[config.mk]
export PLATFORM = sky130hd
export DESIGN_NAME = mole_game_ctrl
export DESIGN_NICKNAME = d
export VERILOG_FILES = /design/src/rtl/mole_game_ctrl_pkg.sv /design/src/rtl/mole_game_ctrl_lfsr.sv /design/src/rtl/mole_game_ctrl.sv
export SDC_FILE = /design/constraint.sdc
export NUM_CORES = 1
export LEC_CHECK = 0
export CORE_ASPECT_RATIO = 1.1
export CORE_MARGIN = 2
export CORE_UTILIZATION = 37
export DETAILED_ROUTE_END_ITERATION = 16
export PLACE_DENSITY = 0.51
export REMOVE_ABC_BUFFERS = 1
export SLEW_MARGIN = 30
export SYNTH_ARGS = -nofsm -noshare
export SYNTH_HDL_FRONTEND = slang
export SYNTH_SLANG_ARGS = --single-unit
export TNS_END_PERCENT = 50
[constraint.sdc]
create_clock -name clk -period 3.1 [get_ports clk]
set_input_delay 0.62 -clock clk [delete_from_list [all_inputs] [get_ports clk]]
set_output_delay 0.62 -clock clk [all_outputs]
set_load 0.01 [all_outputs]
[src/rtl/mole_game_ctrl_pkg.sv]
// Shared definitions for the Whack-a-Mole game engine: state encoding,
// default timing constants and the hole-index width helper.
package mole_game_ctrl_pkg;

  typedef enum logic [2:0] {
    ST_IDLE = 3'd0,
    ST_WAIT = 3'd1,
    ST_UP   = 3'd2,
    ST_HIT  = 3'd3,
    ST_OVER = 3'd4
  } mole_state_e;

  localparam int unsigned DEF_NUM_HOLES  = 4;
  localparam int unsigned DEF_TICK_DIV   = 1_000_000;
  localparam int unsigned DEF_UP_TICKS   = 80;
  localparam int unsigned DEF_DOWN_TICKS = 50;
  localparam int unsigned DEF_HIT_TICKS  = 20;
  localparam int unsigned DEF_LIVES      = 3;
  localparam int unsigned DEF_SCORE_W    = 8;
  localparam logic [7:0]  DEF_LFSR_SEED  = 8'hA5;

  // Hole index width, shared with the display side.
  function automatic int unsigned hole_w(input int unsigned n);
    return (n > 1) ? $clog2(n) : 1;
  endfunction

  function automatic int unsigned max3(input int unsigned a, input int unsigned b,
                                       input int unsigned c);
    int unsigned m;
    m = (a > b) ? a : b;
    return (m > c) ? m : c;
  endfunction

endpackage

[src/rtl/mole_game_ctrl_lfsr.sv]
// 8-bit Fibonacci LFSR, polynomial x^8+x^6+x^5+x^4+1, with enable.
module mole_lfsr #(
  parameter logic [7:0] SEED = 8'hA5
) (
  input  logic       clk,
  input  logic       reset,
  input  logic       en,
  output logic [7:0] q
);

  always_ff @(posedge clk or negedge reset) begin
    if (!reset) begin
      q <= SEED;
    end else if (en) begin
      q <= {q[6:0], q[7] ^ q[5] ^ q[4] ^ q[3]};
    end
  end

endmodule

[src/rtl/mole_game_ctrl.sv]
// Whack-a-Mole game-state engine: hole selection, phase timing, hit/miss
// detection, score/lives tracking. All outputs are registered.
module mole_game_ctrl
  import mole_game_ctrl_pkg::*;
#(
  parameter int unsigned NUM_HOLES  = DEF_NUM_HOLES,
  parameter int unsigned TICK_DIV   = DEF_TICK_DIV,
  parameter int unsigned UP_TICKS   = DEF_UP_TICKS,
  parameter int unsigned DOWN_TICKS = DEF_DOWN_TICKS,
  parameter int unsigned HIT_TICKS  = DEF_HIT_TICKS,
  parameter int unsigned LIVES      = DEF_LIVES,
  parameter int unsigned SCORE_W    = DEF_SCORE_W,
  parameter logic [7:0]  LFSR_SEED  = DEF_LFSR_SEED
) (
  input  logic                           clk,
  input  logic                           reset,
  input  logic                           start,
  input  logic [NUM_HOLES-1:0]           btn,
  output logic                           mole_visible,
  output logic [hole_w(NUM_HOLES)-1:0]   mole_hole,
  output logic                           mole_hit,
  output logic [SCORE_W-1:0]             score,
  output logic [$clog2(LIVES+1)-1:0]     lives,
  output logic                           hit_pulse,
  output logic                           miss_pulse,
  output logic                           game_over
);

  localparam int unsigned HW = hole_w(NUM_HOLES);
  localparam int unsigned LW = $clog2(LIVES + 1);
  localparam int unsigned PW = (TICK_DIV > 1) ? $clog2(TICK_DIV) : 1;
  localparam int unsigned TW = $clog2(max3(UP_TICKS, DOWN_TICKS, HIT_TICKS) + 1);

  mole_state_e state, state_n;

  logic [NUM_HOLES-1:0] btn_q, btn_edge;
  logic                 start_q, start_edge;
  logic [PW-1:0]        presc;
  logic                 tick;
  logic [TW-1:0]        timer, timer_load;
  logic                 expire;
  logic [7:0]           lfsr;
  logic [HW-1:0]        cand, hole_n;
  logic [SCORE_W-1:0]   score_n;
  logic [LW-1:0]        lives_n;
  logic                 hit_n, miss_n;
  logic                 unused_lfsr;

  mole_lfsr #(.SEED(LFSR_SEED)) u_lfsr (
    .clk   (clk),
    .reset (reset),
    .en    (1'b1),
    .q     (lfsr)
  );

  assign cand        = lfsr[HW-1:0];
  assign unused_lfsr = ^lfsr[7:HW];
  assign btn_edge    = btn & ~btn_q;
  assign start_edge  = start & ~start_q;
  assign tick        = (presc == PW'(TICK_DIV - 1));
  assign expire      = tick && (timer == TW'(1));

  always_ff @(posedge clk or negedge reset) begin
    if (!reset) state <= ST_IDLE;
    else        state <= state_n;
  end

  always_comb begin
    state_n = state;
    score_n = score;
    lives_n = lives;
    hole_n  = mole_hole;
    hit_n   = 1'b0;
    miss_n  = 1'b0;
    case (state)
      ST_IDLE, ST_OVER: begin
        if (start_edge) begin
          state_n = ST_WAIT;
          score_n = '0;
          lives_n = LW'(LIVES);
        end
      end
      ST_WAIT: begin
        if (expire) begin
          state_n = ST_UP;
          // Bump a repeated candidate to the next hole; wraps since NUM_HOLES is 2^HW.
          hole_n  = (cand == mole_hole) ? cand + HW'(1) : cand;
        end
      end
      ST_UP: begin
        if (btn_edge[mole_hole]) begin
          state_n = ST_HIT;
          hit_n   = 1'b1;
          if (score != '1) score_n = score + SCORE_W'(1);
        end else if ((|btn_edge) || expire) begin
          miss_n  = 1'b1;
          lives_n = lives - LW'(1);
          state_n = (lives_n == '0) ? ST_OVER : ST_WAIT;
        end
      end
      ST_HIT: begin
        if (expire) state_n = ST_WAIT;
      end
      default: state_n = ST_IDLE;
    endcase
  end

  always_comb begin
    timer_load = '0;
    case (state_n)
      ST_WAIT: timer_load = TW'(DOWN_TICKS);
      ST_UP:   timer_load = TW'(UP_TICKS);
      ST_HIT:  timer_load = TW'(HIT_TICKS);
      default: timer_load = '0;
    endcase
  end

  always_ff @(posedge clk or negedge reset) begin
    if (!reset) begin
      btn_q        <= '0;
      start_q      <= 1'b0;
      presc        <= '0;
      timer        <= '0;
      mole_visible <= 1'b0;
      mole_hole    <= '0;
      mole_hit     <= 1'b0;
      score        <= '0;
      lives        <= LW'(LIVES);
      hit_pulse    <= 1'b0;
      miss_pulse   <= 1'b0;
      game_over    <= 1'b0;
    end else begin
      btn_q   <= btn;
      start_q <= start;
      if (state_n != state) begin
        presc <= '0;
        timer <= timer_load;
      end else begin
        presc <= tick ? '0 : presc + PW'(1);
        if (tick && (timer != '0)) timer <= timer - TW'(1);
      end
      mole_visible <= (state_n == ST_UP) || (state_n == ST_HIT);
      mole_hit     <= (state_n == ST_HIT);
      game_over    <= (state_n == ST_OVER);
      mole_hole    <= hole_n;
      score        <= score_n;
      lives        <= lives_n;
      hit_pulse    <= hit_n;
      miss_pulse   <= miss_n;
    end
  end

endmodule
==> flow_metrics.py <==
metrics = {
    "die": {
        "core_region_area_um2": 7910,
        "dieArea_um2": 8930,
        "die_w_um": 90.3,
        "initial_utilization": 0.383,
        "num_rows": 34,
        "die_y_um": 98.9,
        "pin_count": 24,
    },
    "power": {
        "p_total_w": 0.00199,
        "p_comb_frac": 0.111,
        "pwr-share-seq": 0.476,
        "swShare": 0.254,
        "leakagePower_nw": 1.49,
        "ir_worst_vdd_mv": 0.298,
        "pwr-share-clk": 0.412,
        "p_sw_w": 0.000504,
        "pwr_density_cell_nw_per_um2": 550,
        "p_int_w": 0.00148,
    },
    "synth": {
        "synthFlopType": "dfrtp_1",
        "syn_area_per_cell_um2": 10.7,
        "yosysWarnings": 0,
        "ys_seq_elements": 60,
        "synthesis.instances": 282,
        "post_synth_instance_area_um2": 3030,
        "synthDistinctLibCells": 52,
        "synth.most_common_cell": "dfrtp_1",
        "yosys-top-cells-count": "dfrtp_1, nor2_1, nand2_1",
        "yosys.area.top_type": "dfrtp_1",
        "synthDominantCellAreaShare": 0.446,
        "synthArstFlopShare": 1.00,
        "ys_seq_area_frac": 0.498,
        "synth.area.top_cells": "dfrtp_1, dfstp_2, xnor2_1, nor3_2, xor2_1",
        "synth_edf_count": 0,
    },
    "drt": {
        "via_count": 2139,
        "first_iter_violations": 63,
        "vias_per_cell": 5.03,
        "wirelength_um": 5880,
        "dr.pass1.iters": 4,
        "wl_per_cell_um": 13.8,
        "antenna_left": 0,
        "drc": 0,
    },
    "cells_and_area": {
        "fin_nets": 325,
        "antenna_cells": 0,
        "ff_latch_area_um2": 1510,
        "n_fill_cell": 792,
        "area_delta_synth_final_pct": 19.2,
        "layout-drive-gt1-share": 0.167,
        "utilization": 0.457,
        "final_area_um2": 3610,
        "multi_input_area_um2": 1440,
    },
    "min_path": {
        "hp-class": "reg2reg",
        "hold_path_depth": 0,
        "hold_path_startpoint": "u_lfsr.q[6]",
        "min_to": "u_lfsr.q[7]",
    },
    "setup_path": {
        "end_kind": "flip-flop",
        "crit_arrival_ps": 2850,
        "cp.required_ps": 3350,
        "reg2reg_slack_ps": 540,
        "crit_path_top_delay_cell": "mux4_2",
        "r2r_end": "timer[2]",
        "worstSetupPathType": "in2reg",
        "path_cells": "clkdlybuf4s50_1 > nor2b_1 > mux4_2 > o21a_1 > a211oi_4 > o21ai_2 > buf_4 > nor3_1",
        "crit_fanout": 23,
        "r2r-start": "timer[2]",
        "r2r_cells": 7,
        "cp_top_family": "buffers and inverters",
        "slowest_delay_ps": 550,
        "startpoint_type": "input pin",
        "crit_buf_inv": 2,
    },
    "clock_network": {
        "cts_buffers": 9,
        "clk_path_buf_depth": 2,
        "post_cts_buffers": 0,
        "root_buffer": "clkbuf_8",
        "holdBufCountCts": 0,
        "htreeDepth": 3,
        "ctsResizeCount": 0,
        "worst_skew_pair.late_latency_ps": 340,
        "cts_sinks": 60,
        "clk_pin_slew_worst_paths_ps": 70,
        "cts_tree": "yes",
    },
    "sta": {
        "tightestPinTransition_ps": 752,
        "fmaxAchievable_mhz": 386,
        "max-slew-margin-rel": 0.499,
        "fin_crit_sh": 0.836,
        "finalSetupTns_ps": 0,
        "skew_ps": 7.77,
        "layout_min_cycle_time_ps": 2590,
        "finalMaxSlewViolations": 0,
        "rsz0062_at_grt": "false",
        "setup_viol": 0,
        "hold_slack_ps": 370,
        "hold_viol": 0,
    },
    "status": {
        "outcome": "completed",
    },
    "global_route": {
        "grt_usage": 0.148,
        "antenna_found_initial": 0,
        "grt_max_degree": 61,
        "grt.overflow.total": 0,
        "grt_pass1_vias": 2150,
        "grt_first_pass_wirelength_um": 10500,
    },
    "job": {
        "drv_cap": 0,
    },
    "placement": {
        "port_buffers": 23,
        "dp_hpwl_um": 4010,
        "placedInstanceArea_um2": 3380,
        "place_congestion": 0.727,
    },
}
==> power by group through the flow <==
stage	clock network (W)	logic, W	registers, W
6_report	0.000819	0.000222	0.000948
5_1_grt	0.000880	0.000258	0.000962
4_1_cts	0.000846	0.000228	0.000947
3_5_place_dp	0	0.000227	0.000961
3_3_place_gp	0	0.000224	0.000961
2_1_floorplan	0	0.000164	0.000943
==> through the flow <==
step                cells  setup WS [ps]
global placement      409            191
CTS                   425            484
floorplan             273            548
global route          425            208
finish                425            508
detailed placement    409            143
==> worst register-to-register path, cell delays in order, from the launching register on <==
cell and delay (ps):
dfrtp_1 440, nor4_1 570, nand4b_1 220, o21ai_1 400, a22oi_1 240, o21ai_2 100
buf_4 340, o21bai_1 130
==> flip-flops by register name, indices dropped and copies added, names as in the netlist, 2 cells and up <==
name       flops
lives          2
mole_hole      2
u_lfsr.q       8
timer          7
state          3
btn_q          4
presc         20
score          8
==> cell type report <==
type                    count  area share
multi-input cells         205       0.399
clock buffers              12      0.0457
inverters                   8     0.00831
repair buffers             28      0.0727
well taps                 108      0.0374
clock inverters             4      0.0194
flip-flops and latches     60       0.418
==> cells in the final DEF (no fill, tap or decap), drive strengths merged, types with 8 or more instances in the layout <==
cell type      instances
clkbuf                12
nand3                 11
dfrtp                 54
nor2                  24
nand4                  9
nor3                  28
xor2                  13
nand2                 19
xnor2                 17
clkdlybuf4s50         22
a21oi                  8
inv                    8
==> metal layers <==
metal / part of all wire / global-route usage / vias up
li1: - / - / 1065
met1: 0.49 / 0.193 / 1030
met2: 0.47 / 0.235 / 31
met3: 0.026 / 0.0352 / 13
met4: 0.020 / 0.0710 / 0
met5: 0 / 0 / -
==> cell families after synthesis <==
group           after synthesis  synth area share
flops                        60             0.498
compound gates               36            0.0859
fa+ha+maj                     6            0.0248
xor+xnor                     30            0.0867
buf+inv                      17            0.0272
mux                           4            0.0173
simple gates                129             0.260
==> worst max-delay path by stage <==
stage / slack (ps) / cells past startpoint / startpoint / endpoint
2_1_floorplan: 550 / 5 / start / presc[19]
3_3_place_gp: 190 / 8 / btn[1] / presc[5]
3_5_place_dp: 140 / 8 / btn[3] / presc[5]
4_1_cts: 480 / 7 / timer[2] / timer[2]
5_1_grt: 210 / 7 / timer[2] / timer[2]
6_report: 510 / 8 / btn[3] / presc[5]
(Power assumes the default switching activity.)
